**config.mk**
```make
export PLATFORM = sky130hd
export DESIGN_NAME = rr_mux4_arbiter
export DESIGN_NICKNAME = d
export VERILOG_FILES = /design/src/rtl/rr_mux4_arbiter_pkg.sv /design/src/rtl/rr_mux4_arbiter_pick4.sv /design/src/rtl/rr_mux4_arbiter.sv
export SDC_FILE = /design/constraint.sdc
export NUM_CORES = 1
export LEC_CHECK = 0
export BUFFER_PORTS_ARGS = -buffer_cell sky130_fd_sc_hd__buf_2
export CAP_MARGIN = 40
export CORE_MARGIN = 2
export CORE_UTILIZATION = 46
export DETAILED_ROUTE_END_ITERATION = 10
export GPL_ROUTABILITY_DRIVEN = 1
export GPL_TIMING_DRIVEN = 0
export PLACE_DENSITY = 0.8
export REMOVE_ABC_BUFFERS = 1
export SYNTH_ARGS = -nofsm -noshare
export SYNTH_HDL_FRONTEND = slang
export SYNTH_HIERARCHICAL = 1
export SYNTH_SLANG_ARGS = --single-unit
```
**constraint.sdc**
```tcl
create_clock -name clk -period 3.24 [get_ports clk]
set_input_delay 0.324 -clock clk [delete_from_list [all_inputs] [get_ports clk]]
set_output_delay 0.324 -clock clk [all_outputs]
set_load 0.03 [all_outputs]
```
**src/rtl/rr_mux4_arbiter_pkg.sv**
```systemverilog
// Shared definitions for the round-robin 4:1 mux arbiter: FSM states,
// requester count and round-robin pointer width.
package rr_mux4_arbiter_pkg;

  localparam int NREQ  = 4;
  localparam int PTR_W = 2;

  typedef enum logic {
    IDLE  = 1'b0,
    GRANT = 1'b1
  } state_t;

endpackage

```
**src/rtl/rr_mux4_arbiter_pick4.sv**
```systemverilog
// Combinational round-robin picker: returns the first requester with req
// high, searching ptr, ptr+1, ptr+2, ptr+3 (mod 4).
module rr_pick4
  import rr_mux4_arbiter_pkg::*;
(
  input  logic [NREQ-1:0]  req,
  input  logic [PTR_W-1:0] ptr,
  output logic             found,
  output logic [PTR_W-1:0] idx,
  output logic [NREQ-1:0]  onehot
);

  // Scan from the far end back toward ptr so the closest hit is written last.
  always_comb begin
    found  = 1'b0;
    idx    = '0;
    onehot = '0;
    for (int k = NREQ - 1; k >= 0; k--) begin
      if (req[ptr + PTR_W'(k)]) begin
        found = 1'b1;
        idx   = ptr + PTR_W'(k);
      end
    end
    if (found) onehot = {{(NREQ-1){1'b0}}, 1'b1} << idx;
  end

endmodule

```
**src/rtl/rr_mux4_arbiter.sv**
```systemverilog
// Round-robin arbiter for a shared 4:1 data mux: one-hot grant, registered
// select, burst-limited ownership and a valid-qualified data output.
module rr_mux4_arbiter
  import rr_mux4_arbiter_pkg::*;
#(
  parameter int W         = 8,
  parameter int BURST_MAX = 4
) (
  input  logic         clk,
  input  logic         rst_n,
  input  logic [3:0]   req,
  input  logic [W-1:0] din0,
  input  logic [W-1:0] din1,
  input  logic [W-1:0] din2,
  input  logic [W-1:0] din3,
  output logic [3:0]   gnt,
  output logic [1:0]   sel,
  output logic [W-1:0] dout,
  output logic         dout_vld,
  output logic         busy
);

  state_t           state, state_n;
  logic [NREQ-1:0]  gnt_n;
  logic [PTR_W-1:0] sel_n, ptr, ptr_n;
  logic [3:0]       cnt, cnt_n;

  logic             beat, dropped, last_beat, release_now;
  logic [NREQ-1:0]  pick_req, pick_onehot;
  logic [PTR_W-1:0] pick_ptr, pick_idx;
  logic             pick_found;
  logic [W-1:0]     mux_out;

  assign beat        = (state == GRANT) && req[sel];
  assign dropped     = (state == GRANT) && !req[sel];
  assign last_beat   = beat && (cnt == 4'(BURST_MAX - 1));
  assign release_now = dropped || last_beat;

  // In GRANT the picker already looks from the post-release pointer; a
  // requester that just dropped must not win its own re-arbitration.
  assign pick_ptr = (state == GRANT) ? sel + 2'd1 : ptr;
  assign pick_req = dropped ? (req & ~gnt) : req;

  rr_pick4 u_pick (
    .req    (pick_req),
    .ptr    (pick_ptr),
    .found  (pick_found),
    .idx    (pick_idx),
    .onehot (pick_onehot)
  );

  always_ff @(posedge clk or negedge rst_n) begin
    if (!rst_n) begin
      state <= IDLE;
      gnt   <= '0;
      sel   <= '0;
      ptr   <= '0;
      cnt   <= '0;
    end else begin
      state <= state_n;
      gnt   <= gnt_n;
      sel   <= sel_n;
      ptr   <= ptr_n;
      cnt   <= cnt_n;
    end
  end

  always_comb begin
    state_n = state;
    gnt_n   = gnt;
    sel_n   = sel;
    ptr_n   = ptr;
    cnt_n   = cnt;
    case (state)
      IDLE: begin
        if (pick_found) begin
          state_n = GRANT;
          gnt_n   = pick_onehot;
          sel_n   = pick_idx;
          cnt_n   = '0;
        end
      end
      GRANT: begin
        if (release_now) begin
          ptr_n = sel + 2'd1;
          cnt_n = '0;
          if (pick_found) begin
            gnt_n = pick_onehot;
            sel_n = pick_idx;
          end else begin
            state_n = IDLE;
            gnt_n   = '0;
          end
        end else if (beat) begin
          cnt_n = cnt + 4'd1;
        end
      end
      default: state_n = IDLE;
    endcase
  end

  // Per-bit 4:1 mux cells steered by the registered select.
  for (genvar b = 0; b < W; b++) begin : g_mux
    logic [3:0] col;
    assign col        = {din3[b], din2[b], din1[b], din0[b]};
    assign mux_out[b] = col[sel];
  end

  assign dout_vld = beat;
  assign dout     = dout_vld ? mux_out : '0;
  assign busy     = (state == GRANT);

endmodule
```
# Word-level counts from Yosys, hierarchy flattened
# Cells that the tools add are included.
[classes] n_addsub=5 magnitude_cmp=5 n_eq_ne=4 n_shift=1 mux=51 n_bitwise=3 reduce_logical=8
[ops] operator="two-way mux 4 bit" count=7
[ops] operator="binary-select mux 1 bit (select 2 bit)" count=13
[ops] operator="two-way mux 1 bit" count=19
[ops] operator="one-hot mux 4 bit (2 select lines)" count=2
[ops] operator="< comparator 2 x 3 -> 1 bit, second input constant" count=5
[ops] operator="two-way mux 2 bit" count=7
[ops] operator="two-way mux 8 bit" count=1
[ops] operator="AND reduction 2 bit" count=3
[ops] operator="adder 2 x 1 -> 2 bit, second input constant" count=2
[ops] operator="adder 2 bit, second input constant" count=2
[ops] operator="adder 4 x 1 -> 4 bit, second input constant" count=1
[ops] operator="bitwise AND 4 bit" count=1
[ops] operator="== test 4 x 2 -> 1 bit, second input constant" count=1
[ops] operator="inverter 4 bit" count=1
[ops] operator="one-hot mux 2 bit (2 select lines)" count=1
[ops] operator="<< shifter 1 x 2 -> 4 bit, first input constant" count=1
[ops] operator="logical AND 1 bit" count=3
[ops] operator="inequality test 3 x 2 -> 1 bit, second input constant" count=1
[ops] operator="inequality test 2 x 1 -> 1 bit, second input constant" count=1
[ops] operator="inequality test 2 bit, second input constant" count=1
[ops] operator="one-hot mux 1 bit (2 select lines)" count=1
[ops] operator="zero test 1 bit" count=1
[ops] operator="logical OR 1 bit" count=1
[ops] operator="inverter 1 bit" count=1
[word_totals] reg_bits=13 inputBits=38 out_inout_bits=16 elab_cells=82

# Longest topological paths before layout
[logic_depth] word_depth=15 mapped_depth=10 mapped_depth_nobuf=8

# Hierarchy
# The synthesis kept the hierarchy.
[modules_own_cells] module="rr_mux4_arbiter" instances=1 cells_per_inst=84 area_each_um2=975.9
[modules_own_cells] module="rr_pick4" instances=1 cells_per_inst=29 area_each_um2=182.7

# Least setup slack after synthesis
# OpenSTA, ideal clock, no wires.
[synth_path] path_kind="register to register" from="reg sel[0]" to="reg sel[1]" arrival_ns=2.411 required_ns=3.115 slack_ns=0.703 path_stages_with_launch=10 n_path_buf=1 period_less_slack_ns=2.537 cell_sequence="dfrtp_1 > buf_6 > mux4_2 > nor2_1 > a21boi_0 > nor2_1 > nand2_1 > inv_1 > a31oi_4 > mux2_4"
[synth_between] elab_chain_cells=14 word_cells_on_any_way=33 classes_between="add/sub (4); eq/ne (1); mux (23); reduce/logical (5)"
[synth_lines] item="from (decl)" line_no="rr_mux4_arbiter.sv:17" text="output logic [1:0] sel,"
[synth_lines] item="from (signal assigned)" line_no="rr_mux4_arbiter.sv:62" text="sel <= sel_n;"
[synth_lines] item="binary-select mux 1 bit (select 2 bit) *" line_no="rr_mux4_arbiter.sv:35" text="assign dropped = (state == GRANT) && !req[sel];"
[synth_lines] item="two-way mux 1 bit (implied by the code) *" line_no="rr_mux4_arbiter.sv:35"
[synth_lines] item="zero test 1 bit *" line_no="rr_mux4_arbiter.sv:35"
[synth_lines] item="logical AND 1 bit *" line_no="rr_mux4_arbiter.sv:35"
[synth_lines] item="two-way mux 4 bit *" line_no="rr_mux4_arbiter.sv:42" text="assign pick_req = dropped ? (req & ~gnt) : req;"
[synth_lines] item="named net pick_req[0]" line_no="rr_mux4_arbiter.sv:29" text="logic [NREQ-1:0] pick_req, pick_onehot;"
[synth_lines] item="binary-select mux 1 bit (select 2 bit)" line_no="rr_mux4_arbiter_pick4.sv:19" text="if (req[ptr + PTR_W'(k)]) begin"
[synth_lines] item="two-way mux 1 bit (implied by the code)" line_no="rr_mux4_arbiter_pick4.sv:19"
[synth_lines] item="two-way mux 1 bit (3 in series)" line_no="rr_mux4_arbiter_pick4.sv:19"
[synth_lines] item="two-way mux 1 bit *" line_no="rr_mux4_arbiter_pick4.sv:19"
[synth_lines] item="named net pick_found" line_no="rr_mux4_arbiter.sv:31" text="logic pick_found;"
[synth_lines] item="two-way mux 2 bit *" line_no="rr_mux4_arbiter.sv:76, rr_mux4_arbiter.sv:87"
[synth_lines] item="two-way mux 2 bit" line_no="rr_mux4_arbiter.sv:84" text="if (release_now) begin"
[synth_lines] item="one-hot mux 2 bit (2 select lines) *" line_no="rr_mux4_arbiter.sv:74" text="case (state)"
# The timed path passes the listed nets; every way through them passes the cells marked *. The select of a mux whose other input is x is not followed.
# A chain may end at the register's enable or synchronous reset.

# Worst setup path in the final report
[layout_path] from="reg sel[1]" to="reg sel[1]"
# Same word-level chain as after synthesis.

==> reports/summary.md <==
The flow ran to the end, and the final reports show no timing, DRC or antenna violations. The cell taking the most area after synthesis is sky130_fd_sc_hd__dfrtp_1. The fraction of the yosys area taken by sequential cells was 0.281.

Synthesis inferred 13 register bits. Gate family responsible for the most delay along the worst path: compound AO/OA/AOI/OAI gates. Based on the critical path, the design can be clocked at up to 328 MHz. The share of synthesized flip-flops with an asynchronous set or reset is 1.00. The cell area after synthesis is 1160 um2. The first routing iteration left 25 violations. The cell that appears most often on the critical path is sky130_fd_sc_hd__nor2_1. The tools report the relative max-transition margin as 0.491. The via count of the first global-routing pass came out at 1060. The root buffer cell chosen for the clock tree is sky130_fd_sc_hd__clkbuf_4. Clock net sink count: 13. In the routed layout, each cell is associated on average with a via count of 5.73.

Core utilization of the finished layout: 0.598. STA classifies the critical path startpoint as a register. The largest family of logic cells by synthesized area was multiplexers. The initial antenna violation count was 0; the number of synthesized flops with an enable pin was 0.

The share of synthesized area spent on multiplexers was 0.243. The first global-routing pass estimated 4700 um of wire. The worst setup path is of the reg -> reg kind.

After layout, the minimum clock period comes to 3.05 ns. In this run the static leakage power is 0.733 nW. The run gives 0 as the diode insertion count for antenna repair.

54 I/O pins were placed. In the synthesized netlist, the number of instances is 113. The area share of and/or/nand/nor cells after synthesis came out at 0.160. The wire-length estimate of the detail-placed layout is 2320 um. The run gives 18 as the row count.

The synthesis-to-finish area growth works out to 25.6%. Ranked by instance count, the synthesized netlist is headed by 13 x sky130_fd_sc_hd__dfrtp_1, 10 x sky130_fd_sc_hd__nor2_1, 9 x sky130_fd_sc_hd__and3_1. Number of buffers on the longest clock path: 2. Along the worst path, the maximum fanout reaches 16. Adding up every negative setup slack in the final design gives 0 ns.

Before CTS, the worst setup slack after placement is 0.0981 ns. The logs give 0.219 for the total global routing track utilization and 0.00612 ns for the clock skew. The complex-gate fraction of the synthesized area is 0.232. Summing internal, switching and leakage power gives 1.35 mW. The slowest stage of the critical path belongs to the cell sky130_fd_sc_hd__dfrtp_1. The worst setup path is captured at a register. The number of buffers created by CTS was 3; the number of nets still failing antenna checks after routing was 0. The area of the placeable core was 2430 um2; the sum of routed wire length over all layers was 3010 um. The logs give 0 for the overflow left after global routing and 43 for the number of different library cells in the post-synthesis netlist. The run gives 0 as the count of final hold-check violations. The largest voltage drop on the vdd net was 438 uV. The CTS clock-pin slew for the worst setup and hold paths came out at 0.08 ns. The logs give 4 for the number of optimization iterations in the first detailed-route pass and 0.476 for the initial core utilization. The count of endpoints failing setup in the final report was 0; the actual slew at the worst max-slew pin was 0.756 ns. The worst path buffer plus inverter count works out to 1. The most numerous cell in the Yosys netlist was sky130_fd_sc_hd__dfrtp_1.

TritonCTS built the clock tree. The path class of the tightest hold or removal check is in -> async. Entering global routing, the biggest net connects 21 pins. The xor/xnor cell area share of the yosys netlist is 0.00756, and the weighted congestion at the end of routability-driven global placement is 0.816.

The wire length per cell after detailed routing is 15.5 um, and the data arrival at the endpoint of the critical path is 3.21 ns. The deepest level of the CTS H-tree came out at 1. For this run, the number of Yosys warnings is 6.

Power spread over the standard cell area amounts to 929 nW/um2. Dividing the synthesized area by the synthesized cell count gives 10.3 um2. The adder-cell share of the synthesized area is 0.0108, and the max-slew violation count is 0. The count of buffers from port buffering was 53. The remaining routing DRC violations was 0.

Sorting the synthesized cells by area gives the leading types as sky130_fd_sc_hd__dfrtp_1 28%, sky130_fd_sc_hd__mux4_2 12%, sky130_fd_sc_hd__mux4_1 6.8%, sky130_fd_sc_hd__and3_1 4.9%, sky130_fd_sc_hd__a22o_1 4.5%. Measured along the x axis, the die boundary spans 54.2 um. For this run, the slowest stage of the critical path takes 0.70 ns. Traced cell by cell, the critical path runs through mux4_2 > nor2_1 > a21boi_0 > nor2_1 > nand2_1 > inv_1 > a31oi_4 > mux2_4.

The net count of the finished layout is 204. Fraction of layout cells with a size suffix above 1: 0.457. Once routing completed, OpenROAD measured the worst setup slack at 0.188 ns. The most frequently used flop master after synthesis is sky130_fd_sc_hd__dfrtp_1. From bottom edge to top edge, the die measures 54.2 um.

For the required time at the endpoint of the critical path, the log shows 3.40 ns. Max-cap violations in this run came to 0. Setup repair after global routing left no endpoint under its margin. The share of the clock period used by the worst path is 0.942, and the floorplan die area is 2940 um2. The fraction of synthesized cell area taken by the top area cell type is 0.281.

The routed layout has 1112 vias. The run gives 0.27 ns as the insertion delay to the later sink of the worst-skew pair.
[state kept, by name, summed over array words and instances, names as in the netlist]
signal  flops
ptr         2
gnt         4
busy        1
cnt         4
sel         2
[routing by layer]
layer	global-route usage	vias to the layer above	share of wire
li1	-	536	-
met1	0.244	558	0.41
met2	0.420	14	0.56
met3	0.0278	4	0.017
met4	0.0708	0	0.013
met5	0	-	0
[power by group]
group          switching, mW  internal [mW]
clock                 0.0509         0.0477
combinational          0.517          0.418
sequential             0.101          0.216
[cell type report]
cell class | instances | area [um2]
inverters | 6 | 22.5
well taps | 30 | 37.5
flip-flops and latches | 13 | 327
multi-input cells | 85 | 757
clock buffers | 4 | 26.3
fillers | 206 | 977
repair buffers | 56 | 285
[layout by cell type, fill, tap and decap left out, drive strengths merged, types with 3 or more instances in the layout]
master	instances
and3	9
mux2	3
nor2	10
clkbuf	4
dfrtp	13
a21boi	4
a22o	6
a21oi	6
inv	6
buf	55
mux4	9
mux2i	3
nand2b	3
a31o	3
nand2	4
[per-stage QoR]
| step | std cells | cell area [um2] | hold slack (ns) |
|---|---|---|---|
| finish | 194 | 1460 | 0.452 |
| global route | 194 | 1460 | 0.492 |
| CTS | 194 | 1450 | 0.464 |
| detailed placement | 189 | 1420 | 0.227 |
| global placement | 187 | 1410 | 0.217 |
| floorplan | 104 | 1100 | 0.0284 |
[worst reg2reg max path, cell delays in order (launching register included)]
cell                       delay [ns]
sky130_fd_sc_hd__dfrtp_1         0.70
sky130_fd_sc_hd__mux4_2          0.53
sky130_fd_sc_hd__nor2_1          0.13
sky130_fd_sc_hd__a21boi_0        0.64
sky130_fd_sc_hd__nor2_1          0.14
sky130_fd_sc_hd__nand2_1         0.14
sky130_fd_sc_hd__inv_1           0.11
sky130_fd_sc_hd__a31oi_4         0.24
sky130_fd_sc_hd__mux2_4          0.32
[kinds of logic after synthesis]
family          count (synthesis)
fa+ha+maj                       1
flops                          13
mux                            15
buf+inv                        15
simple gates                   35
xor+xnor                        1
compound gates                 33
[path summary, 6_finish.rpt]
path | from | end | slack, ns | cells after the start
min in group clk | gnt[3] | gnt[3] | 0.52 | 1
max | sel[1] | sel[1] | 0.19 | 8
max reg2reg | sel[1] | sel[1] | 0.19 | 8
min reg2reg | gnt[3] | gnt[3] | 0.52 | 1
max in group asynchronous | rst_n | sel[0] | 2.55 | 2
min | rst_n | cnt[2] | 0.45 | 2
[repair_timing]
item / CTS / global route
buffers inserted: 0 / 0
hold buffers: 1 / 0
endpoints found under the setup margin: 0 / 7
endpoints found under the hold margin: 13 / 0
gates resized for setup: 0 / 2
(Power assumes the default switching activity.)
